[config.mk]
export PLATFORM = sky130hd
export DESIGN_NAME = display_in
export DESIGN_NICKNAME = d
export VERILOG_FILES = /design/src/rtl/display_pkg.sv /design/src/rtl/display_in.sv
export SDC_FILE = /design/constraint.sdc
export NUM_CORES = 1
export LEC_CHECK = 0
export BUFFER_PORTS_ARGS = -buffer_cell sky130_fd_sc_hd__buf_2
export CORE_UTILIZATION = 40
export CTS_CLUSTER_DIAMETER = 30
export CTS_CLUSTER_SIZE = 20
export DETAILED_ROUTE_END_ITERATION = 6
export GPL_ROUTABILITY_DRIVEN = 0
export HOLD_SLACK_MARGIN = 0.06
export PLACE_DENSITY_LB_ADDON = 0.1
export SLEW_MARGIN = 20
export SYNTH_ARGS = -nofsm -noshare
export SYNTH_HDL_FRONTEND = slang
export SYNTH_SLANG_ARGS = --single-unit
[constraint.sdc]
create_clock -name clk -period 4.1 [get_ports clk]
set_input_delay 0.82 -clock clk [delete_from_list [all_inputs] [get_ports clk]]
set_output_delay 0.82 -clock clk [all_outputs]
set_load 0.02 [all_outputs]
[src/rtl/display_pkg.sv]
// Shared display-link types: digit width, receiver state encoding, BCD digit helpers.
// The DISPLAY_IN_BCD_CHECK_EN macro enables the digit check in display_in.
package display_pkg;

  localparam int unsigned DIGIT_W = 4;

  typedef logic [DIGIT_W-1:0] bcd_digit_t;

  typedef enum logic [1:0] {
    IDLE,
    SHIFT,
    OVERRUN
  } state_t;

  // A nibble above 9 is not a legal BCD digit
  function automatic logic bcd_digit_invalid(input bcd_digit_t d);
    return (d > bcd_digit_t'(9));
  endfunction

endpackage

[src/rtl/display_in.sv]
// Serial-to-parallel receiver for the display link: rebuilds the packed BCD word
// from data_in/sending_data, pulses frame_valid on a good frame, frame_err on a
// short or overlong one.
// Optional: define DISPLAY_IN_BCD_CHECK_EN to add the per-digit nibble_err output.
module display_in
  import display_pkg::*;
#(
  parameter int unsigned NUM_DIGITS = 4
) (
  input  logic                          clk,
  input  logic                          rst,
  input  logic                          enable,
  input  logic                          data_in,
  input  logic                          sending_data,
  output logic [DIGIT_W*NUM_DIGITS-1:0] bcd_out,
  output logic                          frame_valid,
  output logic                          frame_err,
  output logic                          busy
`ifdef DISPLAY_IN_BCD_CHECK_EN
  ,
  output logic [NUM_DIGITS-1:0]         nibble_err
`endif
);

  localparam int unsigned FRAME_BITS = DIGIT_W * NUM_DIGITS;
  localparam int unsigned CNT_W      = $clog2(FRAME_BITS + 1);

  state_t                r_state;
  state_t                w_state_nxt;
  logic [FRAME_BITS-1:0] r_shift;
  logic [FRAME_BITS-1:0] w_shift_nxt;
  logic [CNT_W-1:0]      r_cnt;
  logic [CNT_W-1:0]      w_cnt_nxt;
  logic                  r_ovr_err;
  logic                  w_ovr_err_nxt;
  logic                  w_commit;
  logic                  w_err;
  logic                  w_cnt_full;

  assign w_cnt_full = (r_cnt == CNT_W'(FRAME_BITS));

  // State register
  always_ff @(posedge clk) begin
    if (rst) begin
      r_state <= IDLE;
    end else begin
      r_state <= w_state_nxt;
    end
  end

  // Next-state, shift/count update and frame outcome decode
  always_comb begin
    w_state_nxt   = r_state;
    w_shift_nxt   = r_shift;
    w_cnt_nxt     = r_cnt;
    w_ovr_err_nxt = r_ovr_err;
    w_commit      = 1'b0;
    w_err         = 1'b0;
    case (r_state)
      IDLE: begin
        if (sending_data) begin
          if (enable) begin
            w_shift_nxt = {r_shift[FRAME_BITS-2:0], data_in};
            w_cnt_nxt   = CNT_W'(1);
            w_state_nxt = SHIFT;
          end else begin
            // Strobe already running without permission: swallow it silently
            w_ovr_err_nxt = 1'b0;
            w_state_nxt   = OVERRUN;
          end
        end
      end
      SHIFT: begin
        if (sending_data) begin
          if (!w_cnt_full) begin
            w_shift_nxt = {r_shift[FRAME_BITS-2:0], data_in};
            w_cnt_nxt   = r_cnt + CNT_W'(1);
          end else begin
            w_ovr_err_nxt = 1'b1;
            w_state_nxt   = OVERRUN;
          end
        end else begin
          w_commit    = w_cnt_full;
          w_err       = !w_cnt_full;
          w_cnt_nxt   = '0;
          w_state_nxt = IDLE;
        end
      end
      OVERRUN: begin
        if (!sending_data) begin
          w_err         = r_ovr_err;
          w_ovr_err_nxt = 1'b0;
          w_cnt_nxt     = '0;
          w_state_nxt   = IDLE;
        end
      end
      default: begin
        w_state_nxt = IDLE;
      end
    endcase
  end

`ifdef DISPLAY_IN_BCD_CHECK_EN
  logic [NUM_DIGITS-1:0] w_nibble_bad;

  // Per-digit legality of the word about to be committed
  for (genvar g = 0; g < NUM_DIGITS; g++) begin : g_nib
    assign w_nibble_bad[g] = bcd_digit_invalid(r_shift[g*DIGIT_W +: DIGIT_W]);
  end

  // Digit flags are captured together with bcd_out
  always_ff @(posedge clk) begin
    if (rst) begin
      nibble_err <= '0;
    end else if (w_commit) begin
      nibble_err <= w_nibble_bad;
    end
  end
`endif

  // Datapath and registered outputs
  always_ff @(posedge clk) begin
    if (rst) begin
      r_shift     <= '0;
      r_cnt       <= '0;
      r_ovr_err   <= 1'b0;
      bcd_out     <= '0;
      frame_valid <= 1'b0;
      frame_err   <= 1'b0;
      busy        <= 1'b0;
    end else begin
      r_shift     <= w_shift_nxt;
      r_cnt       <= w_cnt_nxt;
      r_ovr_err   <= w_ovr_err_nxt;
      frame_valid <= w_commit;
      frame_err   <= w_err;
      busy        <= (w_state_nxt != IDLE);
      if (w_commit) begin
        bcd_out <= r_shift;
      end
    end
  end

endmodule

# Yosys cells after proc, flatten, opt, wreduce, memory -nomap -nowiden

Index checks and enable logic that the tools add are counted.

Memory bits (writable): 0
Input port bits: 5
Output and inout port bits: 19
Latch bits: 0
Bits in read-only memories: 0
Memories kept: 0
Bits in registers: 43
Word-level logic and storage cells: 56

Divide/modulo/power cells: 0
Add/sub/neg operators: 1
Multiply operators: 0
Magnitude comparators: 0
Equal/unequal tests: 11
Reduce and logical (&&, ||, !) cells: 8
Muxes and demuxes: 28
Shift-type cells: 0
Bitwise operators: 0

Operators by type and width:

| operator                                                         | count |
|---|---|
| 16-bit two-way mux                                               | 4 |
| 16-bit case mux with 2 select lines                              | 1 |
| 5-bit two-way mux                                                | 5 |
| 5-bit case mux with 3 select lines                               | 1 |
| 2-bit != test (second input constant)                            | 7 |
| 2-bit two-way mux                                                | 5 |
| 5-bit AND reduction                                              | 2 |
| 1-bit two-way mux                                                | 9 |
| 2-bit case mux with 3 select lines                               | 1 |
| 6-bit AND reduction                                              | 1 |
| 5-bit by 1-bit adder with 5-bit output (second input constant)   | 1 |
| 5-bit == test (second input constant)                            | 1 |
| 2-bit nonzero test                                               | 2 |
| 3-bit != test (second input constant)                            | 1 |
| 1-bit case mux with 3 select lines                               | 1 |
| 3-bit nonzero test                                               | 1 |
| 2-bit by 1-bit == test with 1-bit output (second input constant) | 1 |
| 2-bit == test (second input constant)                            | 1 |
| 2-bit zero test                                                  | 1 |
| 1-bit case mux with 2 select lines                               | 1 |
| 1-bit zero test                                                  | 1 |

# Depth between registers and ports, before layout

Gate-level depths: netlist (run 1).

Depth in word-level cells: 5
Depth in mapped cells: 9
Depth with buffers taken out: 6

# Least setup slack after synthesis (run 1)

OpenSTA, ideal clock, no wires.

Path type: input -> register
Start point: in enable
End point: reg r_shift[6]
Stages on the path: 6
Library setup time: 0.128 ns
Arrival: 1.666 ns
Slack: 2.306 ns
Cells stage by stage: mux2_2 > o211a_1 > buf_4 > buf_6 > mux2i_1 > nor2_1

Cells in the longest elaborated chain, start to end: 2

Ends and longest elaborated chain:

| what                          | RTL line          | source |
|---|---|---|
| from (decl)                   | display_in.sv:12  | `input logic enable,` |
| 2-bit != test (no line)       | n/a               |  |
| 5-bit AND reduction (no line) | n/a               |  |
| to (signal assigned)          | display_in.sv:132 | `r_shift <= w_shift_nxt;` |
| to (decl)                     | display_in.sv:30  | `logic [FRAME_BITS-1:0] r_shift;` |

Every way passes these cells.
A chain may end at the register's enable or synchronous reset.

# Final worst setup path (run 1)

Start point: reg r_cnt[0]
End point: reg r_shift[6]

Cells in the longest elaborated chain, start to end: 3

Ends and longest elaborated chain:

| what                          | RTL line          | source |
|---|---|---|
| from (decl)                   | display_in.sv:32  | `logic [CNT_W-1:0] r_cnt;` |
| from (signal assigned)        | display_in.sv:133 | `r_cnt <= w_cnt_nxt;` |
| 5-bit == test                 | display_in.sv:40  | `assign w_cnt_full = (r_cnt == CNT_W'(FRAME_BITS));` |
| 2-bit != test (no line)       | n/a               |  |
| 5-bit AND reduction (no line) | n/a               |  |

Every way passes these cells.

==> summary.md, run 1 <==
| Metric | Value |
|---|---|
| Run status | `complete, no violations` |
| WP data required | `roughly 4.3 ns` |
| Multi-input combinational cell area | `833 µm²` |
| Critical path startpoint category | `register` |
| Post-CTS sizing | `0` |
| Cell variety after synth | `33` |
| Final WL | `3450 µm` |
| Yosys Warn Count | `0` |
| Commonest non-fill, non-tap cells in the layout | `dfxtp_1 (43), nand2_1 (36), a21oi_1 (23), buf_2 (23), nor2_1 (22)` |
| Worst Hold Class | `register to register` |
| Area of the mapped netlist | `around 1800 µm²` |
| Core Rows | `24` |
| WS Path Type | `register to register` |
| Grt total ovfl | `0` |
| Leak pwr | `around 0.77 nW` |
| Largest net degree at the start of global routing | `43` |
| Filler cells | `440` |
| Final Max Slew Viols | `0` |
| Vias/cell | `~5.0` |
| Post-Place Setup Slack | `1.82 ns` |
| # placed instances | `between 200 and 300` |
| Number of synthesized flops with an enable pin | `0` |
| WHS | `0.456 ns` |
| PwrDens | `between 300 and 400 nW/µm²` |
| Maximum operating frequency | `452 MHz` |
| Hold-fix buffers at CTS | `0` |
| Min setup slack post-route | `around 1.9 ns` |
| Final Setup Violations | `0` |
| Final Cycle Share | `approximately 54%` |
| Diode count | `0` |
| PortBufs | `23` |
| CTS Buf Count | `5` |
| CP cell instances | `inv_1, ha_1, nand4bb_1, o211a_1, mux2i_1, nor2_1` |
| Antenna viol nets, final | `0` |
| Drt first pass iters | `4` |
| Async set or reset register ratio after synthesis | `0%` |
| Clock slew at reported path FFs | `approximately 0.080 ns` |
| Clk_skew | `approximately 0.0063 ns` |
| Post-DR wirelength/cell | `about 13 µm` |
| Max_cap viols | `0` |
| Crit-path max FO | `16` |
| CP arrival | `roughly 2.4 ns` |
| DRC | `0` |
| Number of global-route vias before repair | `roughly 1300` |
| Vias | `around 1400` |
| Final nets | `233` |
| Yosys reg bits | `43` |
| DRT iter0 DRCs | `43` |
| I/O pin cnt | `24` |
| RSZ-0062 raised after global routing | `false` |
| Layout area overhead | `10.5%` |
| Core footprint | `roughly 4400 µm²` |
| # H-tree levels | `2` |
| Ratio of cells with drive above 1 in the final layout | `around 17%` |
| Hpwl dp | `2340 µm` |
| CP max-delay cell | `o211a_1` |
| Sequential area share after synthesis | `between 40% and 50%` |
| Root Buffer | `clkbuf_8` |
| Die Wd | `between 60 and 70 µm` |
| CTS tree | `yes` |
| Final Hold Viols | `0` |
| Clk sinks | `43` |
| Slew margin rel. | `about 40%` |
| First-pass GRT wire length | `slightly below 6000 µm` |
| Main synth FF type | `dfxtp_1` |
| Worst skew pair latency | `roughly 0.29 ns` |
| Layout Cells excl Fill | `around 280` |
| Die area | `roughly 4800 µm²` |
| Minimum clock period after layout | `roughly 2.2 ns` |
| Initial Util | `approximately two fifths` |
| Overall routing resource usage | `between 15 and 20%` |
| Cells after Synth | `between 200 and 250` |
| Reg area | `~860 µm²` |
| CP max stage delay | `approximately 0.71 ns` |
| Clock Tree Buf Depth | `2` |
| Syn Nets | `around 220` |
| VDD IR-drop max | `roughly 250 µV` |
| Die Height | `around 69 µm` |
| Postcts setup bufs | `0` |
| Setup crit end kind | `register` |
| Worst-Margin Slew | `0.907 ns` |
| Most common library cell in the layout ignoring fill and taps | `dfxtp_1` |
| Avg Inst Size Synth | `~8.8 µm²` |
| Initial antenna violation count | `0` |
| Final TNS setup | `0 ns` |
==> critical path, delay by kind of cell, from the launching register on <==
family,cells,cell delay (ns)
multiplexers,1,0.28
buffers and inverters,1,0.08
adder cells (fa/ha/maj),1,0.20
AO/OA/AOI/OAI,1,0.71
AND/OR/NAND/NOR,2,0.42
flip-flops,1,0.39
==> power by group <==
part           switching (mW)  internal, mW  leakage [nW]  total (mW)
Clock                   0.141         0.119        0.0412       0.260
Sequential            0.00419         0.422         0.347       0.426
Combinational          0.0396        0.0246         0.383      0.0642
==> synth_stat cells (2+ instances only) <==
| cell | n | area [µm²] |
|---|---|---|
| buf_4 | 2 | 15.0 |
| o22ai_1 | 2 | 12.5 |
| a211oi_1 | 2 | 15.0 |
| mux2i_1 | 17 | 170 |
| nand2_1 | 36 | 135 |
| or4_1 | 3 | 22.5 |
| nor2_1 | 22 | 82.6 |
| buf_6 | 2 | 22.5 |
| nor3_1 | 3 | 15.0 |
| nor2b_1 | 2 | 12.5 |
| or3_1 | 3 | 18.8 |
| clkbuf_1 | 5 | 18.8 |
| nand3_1 | 4 | 20.0 |
| o21ai_0 | 3 | 15.0 |
| buf_2 | 4 | 20.0 |
| inv_1 | 9 | 33.8 |
| dfxtp_1 | 43 | 861 |
| a21oi_1 | 23 | 115 |
| ha_1 | 6 | 75.1 |
==> sequential cells by signal, summed over array words and instances (netlist names) <==
| name | cells |
|---|---|
| frame_err | 1 |
| r_cnt | 5 |
| frame_valid | 1 |
| r_ovr_err | 1 |
| r_shift | 16 |
| busy | 1 |
| bcd_out | 16 |
| r_state | 2 |
==> cell type report <==
class / count / area share (%)
well taps: 52 / 3.26
multi-input cells: 139 / 41.7
repair buffers: 23 / 5.76
clock buffers: 6 / 3.63
inverters: 10 / 1.88
clock inverters: 2 / 0.627
flip-flops and latches: 43 / 43.1
==> final timing paths <==
| path | startpoint | endpoint | slack (ns) | cells after the start |
|---|---|---|---|---|
| worst min-delay path | bcd_out[2] | bcd_out[2] | 0.46 | 2 |
| worst max register to register | r_cnt[0] | r_shift[6] | 1.89 | 6 |
| worst max-delay path | r_cnt[0] | r_shift[6] | 1.89 | 6 |
| worst min register to register | bcd_out[2] | bcd_out[2] | 0.46 | 2 |
==> routing by layer <==
layer / vias up / track usage (%) / share of wire (%)
li1: 716 / - / -
met1: 639 / 17.7 / 46
met2: 16 / 26.3 / 50
met3: 4 / 5.23 / 2.8
met4: 0 / 5.90 / 0.90
met5: - / 0 / 0
==> cells by family after synthesis <==
group | after synthesis | synth area share, %
DFF | 43 | 47.6
adders and majority gates | 6 | 4.15
and+or+nand+nor | 77 | 19.0
buffers and inverters | 23 | 6.30
muxes | 18 | 10.0
AOI/OAI and AO/OA | 38 | 12.9
==> metrics by stage <==
stage	area [µm²]	total power, mW	utilization (%)
2_1_floorplan	1810	0.489	-
3_3_place_gp	1910	0.498	43.9
3_5_place_dp	1910	0.500	43.9
4_1_cts	2000	0.758	45.9
5_1_grt	2000	0.787	45.9
6_report	2000	0.750	45.9
Power figures use the tool's default switching activity.
==> run 2, diff against run 1 <==
- clock period: 4.1 -> 2.2 ns (I/O delays scaled with it)
==> summary.md, run 2 (synthesis gave the netlist of run 1 again) <==
| Metric | Value |
|---|---|
| Run status | `complete, no violations` |
| Clk_skew | `0.00585 ns (-0.000491 ns)` |
| Postcts setup bufs | `0 (unchanged)` |
| Vias | `1383 (+0.58%)` |
| Initial Util | `41.5% (unchanged)` |
| DRC | `0 (unchanged)` |
| Diode count | `0 (unchanged)` |
| Worst-Margin Slew | `0.570 ns (-0.337 ns)` |
| Die Height | `69.2 µm (unchanged)` |
| Final nets | `236 (+1.3%)` |
| Crit. Startpoint | `r_cnt[0]` |
| Grt total ovfl | `0 (unchanged)` |
| Post-CTS sizing | `0 (unchanged)` |
| Final Cycle Share | `89.4% (+35 points)` |
| Final Max Slew Viols | `0 (unchanged)` |
| CTS tree | `yes` |
| RSZ-0062 raised after global routing | `false` |
| Ratio of cells with drive above 1 in the final layout | `17.3% (+0.74 points)` |
| WHS | `0.388 ns (-0.0676 ns)` |
| Die Wd | `69.2 µm (unchanged)` |
| DP Area | `1930 µm² (+1.2%)` |
| Core Rows | `24 (unchanged)` |
| Setup crit end kind | `register` |
| CTS Buf Count | `5 (unchanged)` |
| PwrDens | `734 nW/µm² (+95%)` |
| Final WL | `3340 µm (-3.2%)` |
| Overall routing resource usage | `15.0% (-0.44 points)` |
| First-pass GRT wire length | `5690 µm (-3.5%)` |
| # placed instances | `270 (+1.1%)` |
| WP data required | `2.36 ns (-1.89 ns)` |
| Hpwl dp | `2330 µm (about the same)` |
| Leak pwr | `0.797 nW (+3.3%)` |
| Layout area overhead | `12.7%` |
| Critical path startpoint category | `register` |
| Crit-path max FO | `17 (+1)` |
| Final Hold Viols | `0 (unchanged)` |
| Layout Cells excl Fill | `277 (+0.73%)` |
| Filler cells | `447 (+1.6%)` |
| Vias/cell | `4.99 (-0.14%)` |
| Most common library cell in the layout ignoring fill and taps | `dfxtp_1` |
| Post-Place Setup Slack | `0.229 ns (-1.59 ns)` |
| Min setup slack post-route | `0.233 ns (-1.65 ns)` |
| CP arrival | `2.13 ns (-0.24 ns)` |
| PortBufs | `23 (unchanged)` |
| Largest net degree at the start of global routing | `34 (-21%)` |
| Post-DR wirelength/cell | `12.1 µm (-3.9%)` |
| Die area | `4790 µm² (unchanged)` |
| Finished Cell Area | `2040 µm² (+2.0%)` |
| Max_cap viols | `0 (unchanged)` |
| Root Buffer | `clkbuf_8` |
| WS Path Type | `register to register` |
| Initial antenna violation count | `0 (unchanged)` |
| Drt first pass iters | `4 (unchanged)` |
| Worst reg2reg startpoint | `r_cnt[0]` |
| Core footprint | `4350 µm² (unchanged)` |
| Largest regs | `bcd_out (16), r_shift (16), r_cnt (5)` |
| # H-tree levels | `2 (unchanged)` |
| Worst Hold Launch | `data_in` |
| Clock slew at reported path FFs | `0.08 ns (about the same)` |
| Worst skew pair latency | `0.29 ns (about the same)` |
| Number of global-route vias before repair | `1302 (-2.0%)` |
| Maximum operating frequency | `508 MHz (+13%)` |
| Commonest non-fill, non-tap cells in the layout | `dfxtp_1 (43), nand2_1 (36), a21oi_1 (23), buf_2 (23), nor2_1 (22)` |
| Final TNS setup | `0 ns (unchanged)` |
| Final Setup Violations | `0 (unchanged)` |
| Antenna viol nets, final | `0 (unchanged)` |
| Worst Hold Class | `input pin to register` |
| I/O pin cnt | `24 (unchanged)` |
| VDD IR-drop max | `368 µV (+44%)` |
| DRT iter0 DRCs | `63 (+47%)` |
| Minimum clock period after layout | `1.97 ns (-0.246 ns)` |
| Hold-fix buffers at CTS | `0 (unchanged)` |
| Clk sinks | `43 (unchanged)` |
| Slew margin rel. | `62.0% (+23 points)` |
| Clock Tree Buf Depth | `2 (unchanged)` |
-- run 2: cell count changes in the layout (fill, tap and decap cells not counted), sizes merged --
cell | previous run | this run
buf | 23 | 26
bufinv | 0 | 1
clkinv | 1 | 0
clkinvlp | 1 | 0
-- run 2: worst paths after layout --
path	slack, ns	depth (start not counted)	to
min	0.39	3	r_shift[0]
max	0.23	6	bcd_out[2]
max reg2reg	0.23	6	bcd_out[2]
min reg2reg	0.45	2	bcd_out[4]
-- run 2: stage by stage --
stage / total power [mW] / util [%]
floorplan: 0.912 / -
global placement: 0.932 / 44.4
detailed placement: 0.936 / 44.4
CTS: 1.52 / 46.8
global route: 1.57 / 46.8
finish: 1.49 / 46.8
-- run 2: layout make-up --
| class | count | area [µm²] | share of cell area [%] |
|---|---|---|---|
| repair buffers | 26 | 138 | 6.76 |
| inverters | 10 | 37.5 | 1.84 |
| multi-input cells | 139 | 833 | 40.9 |
| flip-flops and latches | 43 | 861 | 42.3 |
| well taps | 52 | 65.1 | 3.19 |
| clock buffers | 6 | 72.6 | 3.56 |
| clock inverters | 1 | 30.0 | 1.47 |
-- run 2: power breakdown --
part | leakage, nW | total, mW | internal, mW | switching [mW]
sequential | 0.347 | 0.795 | 0.787 | 0.00769
combinational | 0.399 | 0.122 | 0.0476 | 0.0743
clock | 0.0513 | 0.578 | 0.333 | 0.246
-- run 2: worst max-delay path: stages (launching register included) --
cell	delay [ns]
dfxtp_1	0.35
inv_1	0.09
ha_1	0.14
nand4bb_1	0.33
or3_1	0.69
nand2_1	0.16
a21oi_1	0.08
-- run 2: per-layer routing --
layer	routed length, µm	GRT usage, %
met1	1530	17.2
met2	1670	25.6
met3	82	4.94
met4	56	6.12
met5	0	0
